===== src/rtl/demux_deser16_pkg.sv =====
// Shared constants and types for the 1-to-16 serial demux/deserializer.
//   WIDTH   : number of output bit lanes (fixed at 16)
//   SEL_W   : lane index width (log2 WIDTH)
//   state_t : frame collection FSM states
package demux_deser16_pkg;

    localparam int unsigned WIDTH = 16;
    localparam int unsigned SEL_W = 4;

    typedef enum logic [0:0] {
        IDLE    = 1'b0,
        COLLECT = 1'b1
    } state_t;

endpackage


===== src/rtl/demux_dec4to16.sv =====
// 4-to-16 one-hot lane decoder; the enable gates every lane so a bit that
// is not accepted cannot touch the shadow word or the lane mask.
//   sel      : lane index
//   en       : decode enable (bit accepted this cycle)
//   onehot_c : one-hot lane strobe, all zero when en is low
module demux_dec4to16
    import demux_deser16_pkg::*;
(
    input  logic [SEL_W-1:0] sel,
    input  logic             en,
    output logic [WIDTH-1:0] onehot_c
);

    // Single-lane strobe
    always_comb begin
        onehot_c = '0;
        if (en) begin
            onehot_c[sel] = 1'b1;
        end
    end

endmodule


===== src/rtl/demux_deser16.sv =====
// Serial-to-parallel demultiplexer: collects 16 serial bits into a word,
// either in auto-increment lane order or at addressed lanes, and presents
// the completed word with a valid/ready handshake.
//   clk, rst   : clock, synchronous active-high reset
//   din        : serial data bit, qualified by din_valid
//   start      : frame start; restarts collection from lane 0
//   sel_mode   : 0 auto-increment lanes, 1 addressed lanes (latched at start)
//   sel_in     : target lane in addressed mode
//   dout       : last completed word, lane i at dout[i]
//   dout_valid : dout holds an unacknowledged word
//   dout_ready : consumer accepts dout when high together with dout_valid
//   busy       : frame collection in progress
//   cur_sel    : next lane to be written in auto mode (0 in addressed mode)
//   overrun    : sticky, a completed word replaced an unacknowledged one
// Only WIDTH = 16 / SEL_W = 4 is supported (fixed-size lane decoder).
module demux_deser16 #(
    parameter int unsigned WIDTH = demux_deser16_pkg::WIDTH,
    parameter int unsigned SEL_W = demux_deser16_pkg::SEL_W
) (
    input  logic             clk,
    input  logic             rst,
    input  logic             din,
    input  logic             din_valid,
    input  logic             start,
    input  logic             sel_mode,
    input  logic [SEL_W-1:0] sel_in,
    output logic [WIDTH-1:0] dout,
    output logic             dout_valid,
    input  logic             dout_ready,
    output logic             busy,
    output logic [SEL_W-1:0] cur_sel,
    output logic             overrun
);

    import demux_deser16_pkg::state_t;
    import demux_deser16_pkg::IDLE;
    import demux_deser16_pkg::COLLECT;

    localparam logic [SEL_W-1:0] LAST_LANE = SEL_W'(WIDTH - 1);

    // Registered state
    state_t           state;
    logic [WIDTH-1:0] shadow;
    logic [WIDTH-1:0] mask;
    logic             mode;

    // Next-state values
    state_t           state_next;
    logic [SEL_W-1:0] cur_sel_next;
    logic [WIDTH-1:0] shadow_next;
    logic [WIDTH-1:0] mask_next;
    logic             mode_next;
    logic [WIDTH-1:0] dout_next;
    logic             dout_valid_next;
    logic             busy_next;
    logic             overrun_next;

    // Front-end lane selection
    logic             frame_mode_c;
    logic             accept_c;
    logic [SEL_W-1:0] base_idx_c;
    logic [WIDTH-1:0] base_shadow_c;
    logic [WIDTH-1:0] base_mask_c;
    logic [SEL_W-1:0] lane_c;
    logic [WIDTH-1:0] lane_hot_c;
    logic             complete_c;

    // A start restarts the frame in the same cycle, so the bit that arrives
    // with it is written on top of a cleared word/mask at index 0.
    always_comb begin
        frame_mode_c  = start ? sel_mode : mode;
        accept_c      = din_valid && (start || (state == COLLECT));
        base_idx_c    = start ? '0 : cur_sel;
        base_shadow_c = start ? '0 : shadow;
        base_mask_c   = start ? '0 : mask;
        lane_c        = frame_mode_c ? sel_in : base_idx_c;
    end

    demux_dec4to16 u_dec (
        .sel      (lane_c),
        .en       (accept_c),
        .onehot_c (lane_hot_c)
    );

    // State register
    always_ff @(posedge clk) begin
        if (rst) begin
            state      <= IDLE;
            cur_sel    <= '0;
            shadow     <= '0;
            mask       <= '0;
            mode       <= 1'b0;
            dout       <= '0;
            dout_valid <= 1'b0;
            busy       <= 1'b0;
            overrun    <= 1'b0;
        end else begin
            state      <= state_next;
            cur_sel    <= cur_sel_next;
            shadow     <= shadow_next;
            mask       <= mask_next;
            mode       <= mode_next;
            dout       <= dout_next;
            dout_valid <= dout_valid_next;
            busy       <= busy_next;
            overrun    <= overrun_next;
        end
    end

    // Next-state and output logic
    always_comb begin
        state_next      = state;
        cur_sel_next    = base_idx_c;
        shadow_next     = base_shadow_c;
        mask_next       = base_mask_c;
        mode_next       = mode;
        dout_next       = dout;
        dout_valid_next = dout_valid;
        overrun_next    = overrun;
        complete_c      = 1'b0;

        if (dout_valid && dout_ready) begin
            dout_valid_next = 1'b0;
        end

        if (start) begin
            state_next = COLLECT;
            mode_next  = sel_mode;
        end

        if (accept_c) begin
            shadow_next = (base_shadow_c & ~lane_hot_c) | (lane_hot_c & {WIDTH{din}});
            mask_next   = base_mask_c | lane_hot_c;
            if (frame_mode_c) begin
                // Addressed: done once every lane has been written at least once
                cur_sel_next = '0;
                complete_c   = &mask_next;
            end else begin
                // Auto: done on the last lane; index wraps back to 0
                cur_sel_next = base_idx_c + SEL_W'(1);
                complete_c   = (base_idx_c == LAST_LANE);
            end
        end

        if (complete_c) begin
            state_next      = IDLE;
            mask_next       = '0;
            dout_next       = shadow_next;
            dout_valid_next = 1'b1;
            // A simultaneous acknowledge consumes the old word, so no loss
            if (dout_valid && !dout_ready) begin
                overrun_next = 1'b1;
            end
        end

        busy_next = (state_next == COLLECT);
    end

endmodule


===== config.mk =====
export PLATFORM = sky130hd
export DESIGN_NAME = demux_deser16
export DESIGN_NICKNAME = d
export VERILOG_FILES = /design/src/rtl/demux_deser16_pkg.sv /design/src/rtl/demux_dec4to16.sv /design/src/rtl/demux_deser16.sv
export SDC_FILE = /design/constraint.sdc
export NUM_CORES = 1
export LEC_CHECK = 0
export ABC_AREA = 1
export BUFFER_PORTS_ARGS = -buffer_cell sky130_fd_sc_hd__buf_2
export CAP_MARGIN = 20
export CORE_MARGIN = 2
export CORE_UTILIZATION = 40
export CTS_CLUSTER_SIZE = 8
export DETAILED_ROUTE_END_ITERATION = 12
export HOLD_SLACK_MARGIN = 0.03
export PLACE_DENSITY = 0.7
export SETUP_SLACK_MARGIN = 0.02
export SKIP_CTS_REPAIR_TIMING = 1
export SLEW_MARGIN = 0
export SYNTH_ARGS = -nofsm -noshare
export SYNTH_HDL_FRONTEND = slang
export SYNTH_SLANG_ARGS = --single-unit

===== constraint.sdc =====
create_clock -name clk -period 5.4 [get_ports clk]
set_input_delay 0.27 -clock clk [delete_from_list [all_inputs] [get_ports clk]]
set_output_delay 0.27 -clock clk [all_outputs]
set_load 0.01 [all_outputs]

==> impl_results.html <==
<table>
<tr><th>Metric</th><th>Value</th></tr>
<tr><th colspan="2">Run status</th></tr>
<tr><td>Outcome</td><td>finished, final reports clean</td></tr>
<tr><th colspan="2">Critical path</th></tr>
<tr><td>Max stage delay cell, worst path</td><td>sky130_fd_sc_hd__o21ai_4</td></tr>
<tr><td>Crit-path cells</td><td>buf_2, inv_4, nand2_4, nand2_4, nand2_2, nand2_2, inv_2, nor2_4, nand2_1, nand2_1, nand2_1, nor2_1, nand2_1, o21ai_4, nand2_4, nand2_8, a21oi_1</td></tr>
<tr><td>Family with the most delay on the worst path</td><td>simple AND/OR/NAND/NOR gates</td></tr>
<tr><td>Critical path data required time</td><td>around 5600 ps</td></tr>
<tr><td>Crit path capture type</td><td>flop</td></tr>
<tr><td>Buffers and inverters on the worst path</td><td>3</td></tr>
<tr><td>Startpoint type of the worst setup path</td><td>input pin</td></tr>
<tr><td>Crit path arrival time</td><td>~2800 ps</td></tr>
<tr><td>Largest fanout on the critical path</td><td>37</td></tr>
<tr><td>Worst Setup Path Type</td><td>input pin to flop</td></tr>
<tr><td>Delay of the slowest cell on the worst path</td><td>just under 400 ps</td></tr>
<tr><td>Cell type with the highest occurrence count on the critical path</td><td>sky130_fd_sc_hd__nand2_1</td></tr>
<tr><th colspan="2">Place</th></tr>
<tr><td>Routability cong.</td><td>~0.81</td></tr>
<tr><td>Number of cells in the design after placement</td><td>about 450</td></tr>
<tr><td>PortBufs</td><td>33</td></tr>
<tr><td>DPL Wire Length</td><td>3860 µm</td></tr>
<tr><td>Pre-CTS setup slack</td><td>2430 ps</td></tr>
<tr><td>Post-DP Area</td><td>2750 µm²</td></tr>
<tr><th colspan="2">Synth</th></tr>
<tr><td>Summed instance area of the synthesized netlist</td><td>2560 µm²</td></tr>
<tr><td>Post-synthesis cell type count</td><td>23</td></tr>
<tr><td>Cells taking the most area after synthesis</td><td>sky130_fd_sc_hd__dfxtp_1 (44%), sky130_fd_sc_hd__nand2_1 (14%), sky130_fd_sc_hd__a21oi_1 (11%), sky130_fd_sc_hd__inv_1 (6.7%), sky130_fd_sc_hd__nand3_1 (4.7%)</td></tr>
<tr><td>Synth Warn #</td><td>0</td></tr>
<tr><td>Seq/Total Area, Yosys</td><td>0.438</td></tr>
<tr><td>Flip-flop and latch count after synthesis</td><td>56</td></tr>
<tr><td>Synthesized netlist cell count</td><td>roughly 360</td></tr>
<tr><td>Net Count, Synth</td><td>366</td></tr>
<tr><td>Share of the synthesized area in the top cell type</td><td>0.438</td></tr>
<tr><td>Synth Area per Inst</td><td>7.21 µm²</td></tr>
<tr><td>Leading area contributor after synthesis</td><td>sky130_fd_sc_hd__dfxtp_1</td></tr>
<tr><th colspan="2">Final layout</th></tr>
<tr><td>Layout Area Growth over Synthesis</td><td>10.9%</td></tr>
<tr><td>Final cell area excluding filler cells</td><td>~2800 µm²</td></tr>
<tr><td>Utilization after layout</td><td>0.453</td></tr>
<tr><td>Final antenna diode count</td><td>0</td></tr>
<tr><td>Fraction of final layout cells with drive strength greater than 1</td><td>0.198</td></tr>
<tr><td>Final cell count without fillers</td><td>about 460</td></tr>
<tr><td>Leading cell type in the layout, fill and taps excluded</td><td>sky130_fd_sc_hd__nand2_1</td></tr>
<tr><td>Most frequent cells in the layout</td><td>sky130_fd_sc_hd__nand2_1 (93), sky130_fd_sc_hd__a21oi_1 (56), sky130_fd_sc_hd__dfxtp_1 (56), sky130_fd_sc_hd__inv_1 (46), sky130_fd_sc_hd__buf_2 (33)</td></tr>
<tr><td>Nets</td><td>394</td></tr>
<tr><th colspan="2">Drt</th></tr>
<tr><td>DR DRC count</td><td>0</td></tr>
<tr><td>Detail-routed net length per standard cell</td><td>between 10 and 15 µm</td></tr>
<tr><td>Detailed router's first-iteration violation count</td><td>around 110</td></tr>
<tr><td>Final routed wirelength across all metal layers</td><td>~5300 µm</td></tr>
<tr><td>Via Count</td><td>between 2,000 and 2,500</td></tr>
<tr><td>Post-DRT Antenna Nets</td><td>0</td></tr>
<tr><td>DR vias/cell</td><td>~4.8</td></tr>
<tr><td>Router iterations before antenna repair</td><td>5</td></tr>
<tr><th colspan="2">Floorplanning</th></tr>
<tr><td>Initial standard-cell utilization of the core</td><td>0.408</td></tr>
<tr><td>Count of pins on the block boundary</td><td>34</td></tr>
<tr><td>Die X</td><td>84.0 µm</td></tr>
<tr><td>Site row count</td><td>29</td></tr>
<tr><td>Core Region</td><td>about 6300 µm²</td></tr>
<tr><td>Vertical die dimension</td><td>approximately 84 µm</td></tr>
<tr><td>Total die area</td><td>7060 µm²</td></tr>
<tr><th colspan="2">Power</th></tr>
<tr><td>Clk pwr share</td><td>0.313</td></tr>
<tr><td>Worst VDD drop</td><td>between 0.1 and 0.15 mV</td></tr>
<tr><td>Design internal power</td><td>0.536 mW</td></tr>
<tr><td>Power share of the sequential group</td><td>0.570</td></tr>
<tr><td>Final Total Pwr</td><td>~0.74 mW</td></tr>
<tr><td>Cell area power density</td><td>approximately 260 nW/µm²</td></tr>
<tr><td>Switching power of the nets</td><td>between 0.2 and 0.25 mW</td></tr>
<tr><td>Combinational group share of total power</td><td>0.117</td></tr>
<tr><td>Switching Share</td><td>0.277</td></tr>
<tr><td>Leakage Power</td><td>roughly 1.3 nW</td></tr>
<tr><th colspan="2">Clock network</th></tr>
<tr><td>Worst-skew pair later-pin latency</td><td>310 ps</td></tr>
<tr><td>Clock root buffer</td><td>sky130_fd_sc_hd__clkbuf_8</td></tr>
<tr><td>Buffer depth of the longest clock path</td><td>2</td></tr>
<tr><td>CTS clock-pin slew for the worst setup and hold paths</td><td>~100 ps</td></tr>
<tr><td>TritonCTS clock tree</td><td>built</td></tr>
<tr><td>Num CTS Buffers</td><td>5</td></tr>
<tr><td>TritonCTS sink count</td><td>56</td></tr>
<tr><td># H-tree levels</td><td>2</td></tr>
<tr><th colspan="2">Global route</th></tr>
<tr><td>Met1 routing resource usage after global routing</td><td>0.194</td></tr>
<tr><td>Global route hottest layer</td><td>met2</td></tr>
<tr><td>Antenna violations before repair</td><td>0</td></tr>
<tr><td>All-layer global routing usage</td><td>0.162</td></tr>
<tr><td>Remaining Overflow, GRT</td><td>0</td></tr>
<tr><td>M2 GR Usage</td><td>0.285</td></tr>
<tr><td>First-pass GRT wire length</td><td>~9500 µm</td></tr>
<tr><td>Largest net degree at the start of global routing</td><td>38</td></tr>
<tr><td>Via count of the first global-routing pass</td><td>around 2,100</td></tr>
<tr><td>Routing usage on met3</td><td>0.0307</td></tr>
<tr><th colspan="2">Timing</th></tr>
<tr><td>Post-route fraction of the period consumed by the critical path</td><td>0.490</td></tr>
<tr><td>Setup TNS after final layout</td><td>0 ps</td></tr>
<tr><td>Final hold violation count</td><td>0</td></tr>
<tr><td>Fmax</td><td>~0.38 GHz</td></tr>
<tr><td>Final number of max-transition violations</td><td>0</td></tr>
<tr><td>Setup repair after global routing missed its margin</td><td>false</td></tr>
<tr><td>Worst slew margin relative to its limit</td><td>0.550</td></tr>
<tr><td>Worst setup skew after layout</td><td>between 10 and 15 ps</td></tr>
<tr><td>Number of failing setup endpoints in the final timing report</td><td>0</td></tr>
<tr><td>Pin slew with the least headroom to its limit</td><td>between 600 and 700 ps</td></tr>
<tr><td>Post-Route Hold Slack</td><td>roughly 220 ps</td></tr>
<tr><td>Fin worst setup slack</td><td>between 2000 and 3000 ps</td></tr>
<tr><td>Final min period</td><td>approximately 2600 ps</td></tr>
<tr><th colspan="2">Flow run</th></tr>
<tr><td>Number of max-capacitance violations reported</td><td>0</td></tr>
<tr><th colspan="2">Min path</th></tr>
<tr><td>Min-Delay Path Class</td><td>input pin to flop</td></tr>
</table>
[cells in the mapped netlist]
master,count
sky130_fd_sc_hd__o21ai_0,2
sky130_fd_sc_hd__nand2_1,93
sky130_fd_sc_hd__buf_8,1
sky130_fd_sc_hd__inv_2,1
sky130_fd_sc_hd__nor2_4,2
sky130_fd_sc_hd__nand3b_1,2
sky130_fd_sc_hd__nand3_1,24
sky130_fd_sc_hd__a21oi_2,10
sky130_fd_sc_hd__nor2_1,25
sky130_fd_sc_hd__nand2_2,5
sky130_fd_sc_hd__a211oi_1,3
sky130_fd_sc_hd__inv_4,1
sky130_fd_sc_hd__a21oi_1,56
sky130_fd_sc_hd__buf_6,2
sky130_fd_sc_hd__o21ai_4,1
sky130_fd_sc_hd__nand2_4,4
sky130_fd_sc_hd__inv_1,46
sky130_fd_sc_hd__nand4_1,1
sky130_fd_sc_hd__dfxtp_1,56
sky130_fd_sc_hd__nor2_2,9
sky130_fd_sc_hd__clkbuf_1,9
sky130_fd_sc_hd__nand3_2,1
sky130_fd_sc_hd__nand2_8,1
[final cells by class]
class	count	area [µm²]
Fill cell	655	3440
Inverter	48	183
Clock buffer	5	68.8
Sequential cell	56	1120
Multi-Input combinational cell	239	1190
Tap cell	77	96.3
Clock inverter	3	21.3
Timing Repair Buffer	33	165
[logic make-up after synthesis]
family | after synthesis | share of synthesized area
simple gates | 167 | 0.300
flops | 56 | 0.438
compound gates | 72 | 0.163
buf+inv | 60 | 0.0992
[sequential cells by signal (all words and copies together), names as in the netlist]
| register | count |
|---|---|
| mask | 16 |
| state | 1 |
| overrun | 1 |
| dout_valid | 1 |
| cur_sel | 4 |
| shadow | 16 |
| mode | 1 |
| dout | 16 |
[power by group through the flow]
stage	logic (mW)	clock network, mW	registers, mW
floorplan	0.0691	0	0.433
global placement	0.0854	0	0.432
detailed placement	0.0863	0	0.432
CTS	0.0868	0.240	0.423
global route	0.0981	0.252	0.424
finish	0.0865	0.232	0.423
[final timing paths]
path | slack [ps] | startpoint | endpoint | cells past startpoint
worst min register to register | 450 | overrun | overrun | 2
worst min-delay path | 220 | dout_ready | dout_valid | 4
worst max register to register | 2810 | cur_sel[0] | mask[7] | 15
worst max-delay path | 2760 | start | mask[7] | 17
[per-layer routing]
| layer | share of wire | vias up |
|---|---|---|
| met5 | 0 | - |
| met4 | 0.019 | 0 |
| met3 | 0.039 | 7 |
| met2 | 0.49 | 44 |
| met1 | 0.45 | 1006 |
| li1 | - | 1174 |
[worst reg2reg max path, cell delays in order, from the launching register on]
cell and delay, ps:
sky130_fd_sc_hd__dfxtp_1 330, sky130_fd_sc_hd__inv_1 50, sky130_fd_sc_hd__nor2_1 180, sky130_fd_sc_hd__inv_1 80, sky130_fd_sc_hd__nand2_2 80, sky130_fd_sc_hd__nand2_2 80
sky130_fd_sc_hd__nor2_2 180, sky130_fd_sc_hd__nand2_1 150, sky130_fd_sc_hd__nand2_1 90, sky130_fd_sc_hd__nand2_1 60, sky130_fd_sc_hd__nor2_1 140, sky130_fd_sc_hd__nand2_1 120
sky130_fd_sc_hd__o21ai_4 390, sky130_fd_sc_hd__nand2_4 260, sky130_fd_sc_hd__nand2_8 230, sky130_fd_sc_hd__a21oi_1 60
Note: power is estimated with default switching activity, not from simulation.
